===== src/rtl/avalon_add_master_pkg.sv =====
`timescale 1ns/1ps
`default_nettype none
// +----------------------------------------------------------------------+
// | avalon_add_master_pkg: adder-slave register map and master FSM states |
// | Revision: 1.0                                                         |
// +----------------------------------------------------------------------+
package avalon_add_master_pkg;

  localparam int unsigned ADDR_OP_A = 0;
  localparam int unsigned ADDR_OP_B = 1;
  localparam int unsigned ADDR_SUM  = 3;

  typedef enum logic [2:0] {
    S_IDLE    = 3'd0,
    S_WR_A    = 3'd1,
    S_WR_B    = 3'd2,
    S_RD_REQ  = 3'd3,
    S_RD_WAIT = 3'd4,
    S_RESP    = 3'd5
  } state_t;

  function automatic int max_int(input int a, input int b);
    return (a > b) ? a : b;
  endfunction

endpackage
`default_nettype wire


===== src/rtl/avalon_add_master_if.sv =====
`timescale 1ns/1ps
`default_nettype none
// +----------------------------------------------------------------------+
// | avalon_add_master_if: command/response ports plus Avalon-MM bus       |
// | Revision: 1.0                                                         |
// +----------------------------------------------------------------------+
interface avalon_add_master_if #(
  parameter int DATA_W = 32,
  parameter int ADDR_W = 3
);
  logic              cmd_valid;
  logic              cmd_ready;
  logic [DATA_W-1:0] cmd_a;
  logic [DATA_W-1:0] cmd_b;
  logic              rsp_valid;
  logic              rsp_ready;
  logic [DATA_W-1:0] rsp_data;
  logic              rsp_timeout;
  logic [ADDR_W-1:0] avm_address;
  logic              avm_write;
  logic [DATA_W-1:0] avm_writedata;
  logic              avm_read;
  logic [DATA_W-1:0] avm_readdata;
  logic              avm_waitrequest;
  logic              avm_readdatavalid;

  modport master (
    input  cmd_valid, cmd_a, cmd_b, rsp_ready,
           avm_readdata, avm_waitrequest, avm_readdatavalid,
    output cmd_ready, rsp_valid, rsp_data, rsp_timeout,
           avm_address, avm_write, avm_writedata, avm_read
  );

  modport slave (
    output cmd_valid, cmd_a, cmd_b, rsp_ready,
           avm_readdata, avm_waitrequest, avm_readdatavalid,
    input  cmd_ready, rsp_valid, rsp_data, rsp_timeout,
           avm_address, avm_write, avm_writedata, avm_read
  );
endinterface
`default_nettype wire


===== src/rtl/avalon_add_master_avm_rd_wait_ctr.sv =====
`timescale 1ns/1ps
`default_nettype none
// +----------------------------------------------------------------------+
// | avm_rd_wait_ctr: read-data capture timing and timeout detection       |
// | Revision: 1.0                                                         |
// +----------------------------------------------------------------------+
module avm_rd_wait_ctr
  import avalon_add_master_pkg::*;
#(
  parameter int USE_RDVALID = 0,
  parameter int RD_LATENCY  = 1,
  parameter int TIMEOUT     = 255
) (
  input  wire logic clock,
  input  wire logic reset,
  input  wire logic active,
  input  wire logic rdvalid,
  output logic      capture,
  output logic      timeout
);
  localparam int CNT_MAX = max_int(TIMEOUT, RD_LATENCY);
  localparam int CNT_W   = $clog2(CNT_MAX + 1);

  logic [CNT_W-1:0] cnt;
  logic             lat_hit;

  // Counter holds at zero outside the wait window so each read starts fresh.
  always_ff @(posedge clock) begin
    if (reset || !active) begin
      cnt <= '0;
    end else if (cnt != CNT_W'(CNT_MAX)) begin
      cnt <= cnt + CNT_W'(1);
    end
  end

  always_comb begin
    lat_hit = (cnt == CNT_W'(RD_LATENCY - 1));
    capture = active && ((USE_RDVALID != 0) ? rdvalid : lat_hit);
    timeout = active && !capture && (cnt == CNT_W'(TIMEOUT - 1));
  end

endmodule
`default_nettype wire


===== src/rtl/avalon_add_master.sv =====
`timescale 1ns/1ps
`default_nettype none
// +----------------------------------------------------------------------+
// | avalon_add_master: writes A/B to the adder slave, reads back the sum  |
// | Revision: 1.0                                                         |
// +----------------------------------------------------------------------+
module avalon_add_master
  import avalon_add_master_pkg::*;
#(
  parameter int DATA_W      = 32,
  parameter int ADDR_W      = 3,
  parameter int USE_RDVALID = 0,
  parameter int RD_LATENCY  = 1,
  parameter int TIMEOUT     = 255
) (
  input wire logic            clock,
  input wire logic            reset,
  avalon_add_master_if.master bus
);
  state_t            state, state_nxt;
  logic [DATA_W-1:0] op_a, op_b;
  logic [DATA_W-1:0] sum_q;
  logic              timeout_q;
  logic              rd_capture;
  logic              rd_timeout;

  always_ff @(posedge clock) begin
    if (reset) state <= S_IDLE;
    else       state <= state_nxt;
  end

  always_ff @(posedge clock) begin
    if (reset) begin
      op_a <= '0;
      op_b <= '0;
    end else if (state == S_IDLE && bus.cmd_valid) begin
      op_a <= bus.cmd_a;
      op_b <= bus.cmd_b;
    end
  end

  always_ff @(posedge clock) begin
    if (reset) begin
      sum_q     <= '0;
      timeout_q <= 1'b0;
    end else if (rd_capture) begin
      sum_q     <= bus.avm_readdata;
      timeout_q <= 1'b0;
    end else if (rd_timeout) begin
      sum_q     <= '0;
      timeout_q <= 1'b1;
    end
  end

  avm_rd_wait_ctr #(
    .USE_RDVALID (USE_RDVALID),
    .RD_LATENCY  (RD_LATENCY),
    .TIMEOUT     (TIMEOUT)
  ) u_rd_wait_ctr (
    .clock   (clock),
    .reset   (reset),
    .active  (state == S_RD_WAIT),
    .rdvalid (bus.avm_readdatavalid),
    .capture (rd_capture),
    .timeout (rd_timeout)
  );

  // Bus outputs decode from state and latched operands only, so they stay
  // stable for as long as the slave stalls.
  always_comb begin
    state_nxt         = state;
    bus.cmd_ready     = 1'b0;
    bus.rsp_valid     = 1'b0;
    bus.avm_address   = '0;
    bus.avm_write     = 1'b0;
    bus.avm_writedata = '0;
    bus.avm_read      = 1'b0;
    case (state)
      S_IDLE: begin
        bus.cmd_ready = !reset;
        if (bus.cmd_valid) state_nxt = S_WR_A;
      end
      S_WR_A: begin
        bus.avm_write     = 1'b1;
        bus.avm_address   = ADDR_W'(ADDR_OP_A);
        bus.avm_writedata = op_a;
        if (!bus.avm_waitrequest) state_nxt = S_WR_B;
      end
      S_WR_B: begin
        bus.avm_write     = 1'b1;
        bus.avm_address   = ADDR_W'(ADDR_OP_B);
        bus.avm_writedata = op_b;
        if (!bus.avm_waitrequest) state_nxt = S_RD_REQ;
      end
      S_RD_REQ: begin
        bus.avm_read    = 1'b1;
        bus.avm_address = ADDR_W'(ADDR_SUM);
        if (!bus.avm_waitrequest) state_nxt = S_RD_WAIT;
      end
      S_RD_WAIT: begin
        if (rd_capture || rd_timeout) state_nxt = S_RESP;
      end
      S_RESP: begin
        bus.rsp_valid = 1'b1;
        if (bus.rsp_ready) state_nxt = S_IDLE;
      end
      default: state_nxt = S_IDLE;
    endcase
  end

  assign bus.rsp_data    = sum_q;
  assign bus.rsp_timeout = timeout_q;

endmodule
`default_nettype wire


===== src/flat_wrapper.sv =====
// flat-port wrapper written by rule: the top's interface ports become plain ports
module avalon_add_master_flat import avalon_add_master_pkg::*;
#(
  parameter int DATA_W      = 32,
  parameter int ADDR_W      = 3,
  parameter int USE_RDVALID = 0,
  parameter int RD_LATENCY  = 1,
  parameter int TIMEOUT     = 255
)
  (clock, reset, bus_cmd_valid, bus_cmd_a, bus_cmd_b, bus_rsp_ready, bus_avm_readdata, bus_avm_waitrequest, bus_avm_readdatavalid, bus_cmd_ready, bus_rsp_valid, bus_rsp_data, bus_rsp_timeout, bus_avm_address, bus_avm_write, bus_avm_writedata, bus_avm_read);
  avalon_add_master_if #(.DATA_W(DATA_W), .ADDR_W(ADDR_W)) bus_i ();
  input wire logic clock;
  input wire logic reset;
  input wire logic [$bits(bus_i.cmd_valid)-1:0] bus_cmd_valid;
  input wire logic [$bits(bus_i.cmd_a)-1:0] bus_cmd_a;
  input wire logic [$bits(bus_i.cmd_b)-1:0] bus_cmd_b;
  input wire logic [$bits(bus_i.rsp_ready)-1:0] bus_rsp_ready;
  input wire logic [$bits(bus_i.avm_readdata)-1:0] bus_avm_readdata;
  input wire logic [$bits(bus_i.avm_waitrequest)-1:0] bus_avm_waitrequest;
  input wire logic [$bits(bus_i.avm_readdatavalid)-1:0] bus_avm_readdatavalid;
  output wire logic [$bits(bus_i.cmd_ready)-1:0] bus_cmd_ready;
  output wire logic [$bits(bus_i.rsp_valid)-1:0] bus_rsp_valid;
  output wire logic [$bits(bus_i.rsp_data)-1:0] bus_rsp_data;
  output wire logic [$bits(bus_i.rsp_timeout)-1:0] bus_rsp_timeout;
  output wire logic [$bits(bus_i.avm_address)-1:0] bus_avm_address;
  output wire logic [$bits(bus_i.avm_write)-1:0] bus_avm_write;
  output wire logic [$bits(bus_i.avm_writedata)-1:0] bus_avm_writedata;
  output wire logic [$bits(bus_i.avm_read)-1:0] bus_avm_read;
  assign bus_i.cmd_valid = bus_cmd_valid;
  assign bus_i.cmd_a = bus_cmd_a;
  assign bus_i.cmd_b = bus_cmd_b;
  assign bus_i.rsp_ready = bus_rsp_ready;
  assign bus_i.avm_readdata = bus_avm_readdata;
  assign bus_i.avm_waitrequest = bus_avm_waitrequest;
  assign bus_i.avm_readdatavalid = bus_avm_readdatavalid;
  assign bus_cmd_ready = bus_i.cmd_ready;
  assign bus_rsp_valid = bus_i.rsp_valid;
  assign bus_rsp_data = bus_i.rsp_data;
  assign bus_rsp_timeout = bus_i.rsp_timeout;
  assign bus_avm_address = bus_i.avm_address;
  assign bus_avm_write = bus_i.avm_write;
  assign bus_avm_writedata = bus_i.avm_writedata;
  assign bus_avm_read = bus_i.avm_read;
  avalon_add_master #(.DATA_W(DATA_W), .ADDR_W(ADDR_W), .USE_RDVALID(USE_RDVALID), .RD_LATENCY(RD_LATENCY), .TIMEOUT(TIMEOUT)) u_core (.clock(clock), .reset(reset), .bus(bus_i));
endmodule

===== config.mk =====
export PLATFORM = sky130hd
export DESIGN_NAME = avalon_add_master_flat
export DESIGN_NICKNAME = d
export VERILOG_FILES = /design/src/rtl/avalon_add_master_pkg.sv /design/src/rtl/avalon_add_master_if.sv /design/src/rtl/avalon_add_master_avm_rd_wait_ctr.sv /design/src/rtl/avalon_add_master.sv /design/src/flat_wrapper.sv
export SDC_FILE = /design/constraint.sdc
export NUM_CORES = 1
export LEC_CHECK = 0
export ABC_CLOCK_PERIOD_IN_PS = 4720
export BUFFER_PORTS_ARGS = -buffer_cell sky130_fd_sc_hd__buf_2
export CORE_ASPECT_RATIO = 0.7
export CORE_UTILIZATION = 52
export CTS_CLUSTER_SIZE = 40
export DETAILED_ROUTE_END_ITERATION = 10
export GPL_ROUTABILITY_DRIVEN = 0
export GPL_TIMING_DRIVEN = 0
export PLACE_DENSITY = 0.93
export SYNTH_ARGS = -nofsm -noshare
export SYNTH_HDL_FRONTEND = slang
export SYNTH_SLANG_ARGS = --single-unit

===== constraint.sdc =====
create_clock -name clock -period 4.72 [get_ports clock]
set_clock_uncertainty 0.1 [all_clocks]
set_input_delay 0.708 -clock clock [delete_from_list [all_inputs] [get_ports clock]]
set_output_delay 0.708 -clock clock [all_outputs]
set_load 0.005 [all_outputs]

==> metrics.log <==
[metrics] run status: finished clean
[metrics] detail-routed via count per cell: 5.60
[metrics] largest fanout on the critical path: 10
[metrics] type of the tightest min-delay check: reg -> reg
[metrics] root buf cell: clkbuf_16
[metrics] post-DR wirelength/cell: 15.9 um
[metrics] number of buffers between clock root and the deepest sink: 2
[metrics] hold-fix buffers at CTS: 0
[metrics] Total Neg Setup Slack: 0 ns
[metrics] CTS Buf Count: 9
[metrics] via count of the first global-routing pass: 4165
[metrics] Final Slew Violations: 0
[metrics] RSZ-0062 raised after global routing: false
[metrics] Leakage Power: 2.49 nW
[metrics] global-route wire length before repair: 20200 um
[metrics] maximum number of pins on one net before global-route repair: 18
[metrics] count of final hold-check violations: 0
[metrics] R2R setup slack: 2.39 ns
[metrics] area of all placed cells without fillers: 0.00576 mm^2
[metrics] share of cells above drive strength 1: 0.303
[metrics] Switching Fraction: 0.289
[metrics] half-perimeter wire length after detailed placement: 9380 um
[metrics] setup bufs post-CTS: 0
[metrics] relative area change from synthesis to final layout: 28.1%
[metrics] worst vdd rail ir drop: 0.000225 V
[metrics] share of synthesized area occupied by flip-flops and latches: 0.481
[metrics] portion of total power attributed to combinational logic: 0.181
[metrics] Synth top area share: 0.481
[metrics] row cnt: 27
[metrics] share of power burned in registers: 0.481
[metrics] kind of critical path: reg -> out
[metrics] Layout fillers: 625
[metrics] final wirelength: 12700 um
[metrics] post-synth cell types: 45
[metrics] EDFF count, synth: 0
[metrics] CTS H-tree depth: 3
[metrics] cell area after placement: 0.00548 mm^2
[metrics] crit path DAT: 2.46 ns
[metrics] max_cap viols: 0
[metrics] mean post-synth cell area: 8.78 um^2
[metrics] number of instances in the placed design: 784
[metrics] latest clock arrival within the worst-skew pair: 0.35 ns
[metrics] number of standard cells after synthesis: 512
[metrics] fin util: 0.710
[metrics] area of the core: 0.00811 mm^2
[metrics] power spent charging and discharging nets: 0.610 mW
[metrics] total via count in the routed design: 4477
[metrics] capturing element type of the critical path: output port
[metrics] Yosys warnings: 0
[metrics] final cell count without fillers: 800
[metrics] drt first pass iters: 5
[metrics] dominant synthesized flop cell: dfxtp_1
[metrics] height of the die: 79.8 um
[metrics] Sink Count: 108
[metrics] Design Power: 2.11 mW
[metrics] Final setup viols: 0
[metrics] Slew HR: 0.532
[metrics] width of the die: 113 um
[metrics] Die ar.: 0.00902 mm^2
[metrics] grt total ovfl: 0
[metrics] #FFs+latches synth: 108
[metrics] dominant cell type by area after synthesis: dfxtp_1
[metrics] Clk network pwr share: 0.338
[metrics] startpoint type of the worst setup path: flip-flop
[metrics] clock tree from TritonCTS: done
[metrics] GRT Total Usage: 0.289
[metrics] share of flip-flops with an asynchronous set or reset after synthesis: 0
[metrics] cell internal power dissipation: 1.50 mW
[metrics] final worst path period share: 0.693
[metrics] final critical delay including setup and external delays: 3.27 ns
[metrics] measured slew at the worst slew-check pin: 0.700 ns
[metrics] initial standard-cell utilization of the core: 0.554
[metrics] Total Nets Final: 799
[metrics] DRC violation count after routing: 0
[metrics] Inserted Diodes: 0
[metrics] required time reported for the critical path endpoint: 3.91 ns
[metrics] number of antenna violations at the first check in global routing: 0
[metrics] 1st-iter DRT viols: 307
[metrics] largest cells by area after synthesis: dfxtp_1, nand2_1, a21oi_1, a22o_1, o2bb2ai_1
[metrics] net count after synthesis: 617
[metrics] power per standard cell area: 366 mW/mm^2
[metrics] cell area after synthesis: 0.00449 mm^2
[metrics] # resized after CTS: 0
[metrics] clock edge transition at the registers on the reported setup and hold paths: 0.07 ns
[metrics] number of placed I/O pins: 174
[metrics] IO Port Bufs: 171
[metrics] timing-limited maximum frequency: 0.306 GHz
[metrics] post-route antenna net violation count: 0
[cell type report]
cell class / instances / area (um^2) / area share
sequential: 108 / 2160 / 0.376
multi-input combinational: 358 / 2080 / 0.362
timing repair buffer: 171 / 856 / 0.149
clock buffer: 11 / 243 / 0.0422
buffer: 43 / 238 / 0.0413
tap: 101 / 126 / 0.0220
clock inverter: 5 / 37.5 / 0.00652
inverter: 3 / 11.3 / 0.00196
[synthesized netlist by cell type (2+ instances only)]
cell,number
o2bb2ai_1,29
a31oi_1,3
nor3_1,6
and3_1,2
clkbuf_1,33
or2b_2,4
nor2_1,9
buf_6,7
and2_1,2
nand2b_1,30
clkbuf_8,2
a41oi_1,2
xnor2_1,2
o2bb2ai_2,3
dfxtp_1,108
ha_1,3
nor4_1,2
inv_1,3
nor4b_1,2
nand3_1,5
nor3b_1,3
xor2_1,2
a21oi_1,68
nand2_1,130
a22o_1,32
[critical path: stages (launching register included)]
cell and delay, ns:
dfxtp_1 0.34, clkbuf_1 0.24, nor3b_1 0.65, clkbuf_1 0.50
a22o_1 0.26, buf_2 0.12
[registers in the layout, summed over array words and instances (netlist names)]
name	cells
u_core.bus.rsp_data	32
u_core.op_a	32
u_core.op_b	32
u_core.u_rd_wait_ctr.cnt	8
u_core.state	3
u_core.bus.rsp_timeout	1
[metal layers]
| metal | GRT usage | wire (um) | share of wire | up-vias |
|---|---|---|---|---|
| met5 | 0 | 0 | 0 | - |
| met4 | 0.0974 | 182 | 0.014 | 0 |
| met3 | 0.0630 | 760 | 0.060 | 21 |
| met2 | 0.485 | 6160 | 0.48 | 190 |
| met1 | 0.372 | 5630 | 0.44 | 2133 |
| li1 | - | - | - | 2133 |
[stage by stage]
stage | hold WS [ns] | worst slack (ns)
finish | 0.356 | 1.45
global route | 0.380 | 1.22
CTS | 0.358 | 1.50
detailed placement | 0.349 | 1.88
global placement | 0.342 | 1.92
floorplan | 0.336 | 2.47
[power groups by stage]
stage	sequential, mW	combinational, mW	clock, mW
final	1.01	0.381	0.713
after global routing	1.02	0.422	0.753
after CTS	1.01	0.376	0.718
after detailed placement	1.03	0.373	0
after global placement	1.03	0.359	0
after floorplan	1.02	0.229	0
[logic make-up after synthesis]
family / share of synthesized area
AND/OR/NAND/NOR: 0.219
AO/OA/AOI/OAI: 0.223
flip-flops: 0.481
other: 0.000834
XOR/XNOR: 0.00780
adder cells (fa/ha/maj): 0.00835
multiplexers: 0.00473
buffers and inverters: 0.0554
[cell usage in the layout (no fill, tap or decap), drive strengths merged, types with 2 or more instances in the layout]
| cell | instances |
|---|---|
| a21oi | 68 |
| a22o | 32 |
| a31oi | 3 |
| a41oi | 2 |
| and2 | 3 |
| and3 | 3 |
| buf | 179 |
| clkbuf | 46 |
| clkinv | 3 |
| clkinvlp | 2 |
| dfxtp | 108 |
| ha | 3 |
| inv | 3 |
| nand2 | 130 |
| nand2b | 30 |
| nand3 | 5 |
| nor2 | 10 |
| nor3 | 6 |
| nor3b | 3 |
| nor4 | 2 |
| nor4b | 2 |
| o2bb2ai | 32 |
| or2b | 4 |
| or4 | 2 |
| or4b | 2 |
| xnor2 | 2 |
| xor2 | 2 |
[worst paths after layout]
path,depth (start not counted),to,startpoint
setup / recovery,5,bus_avm_writedata[10],u_core.state[2]
hold / removal,2,u_core.op_b[27],u_core.op_b[27]
setup reg to reg,7,u_core.bus.rsp_data[24],u_core.u_rd_wait_ctr.cnt[0]
hold reg to reg,2,u_core.op_b[27],u_core.op_b[27]
No activity file was read; power rests on OpenSTA's default activity.
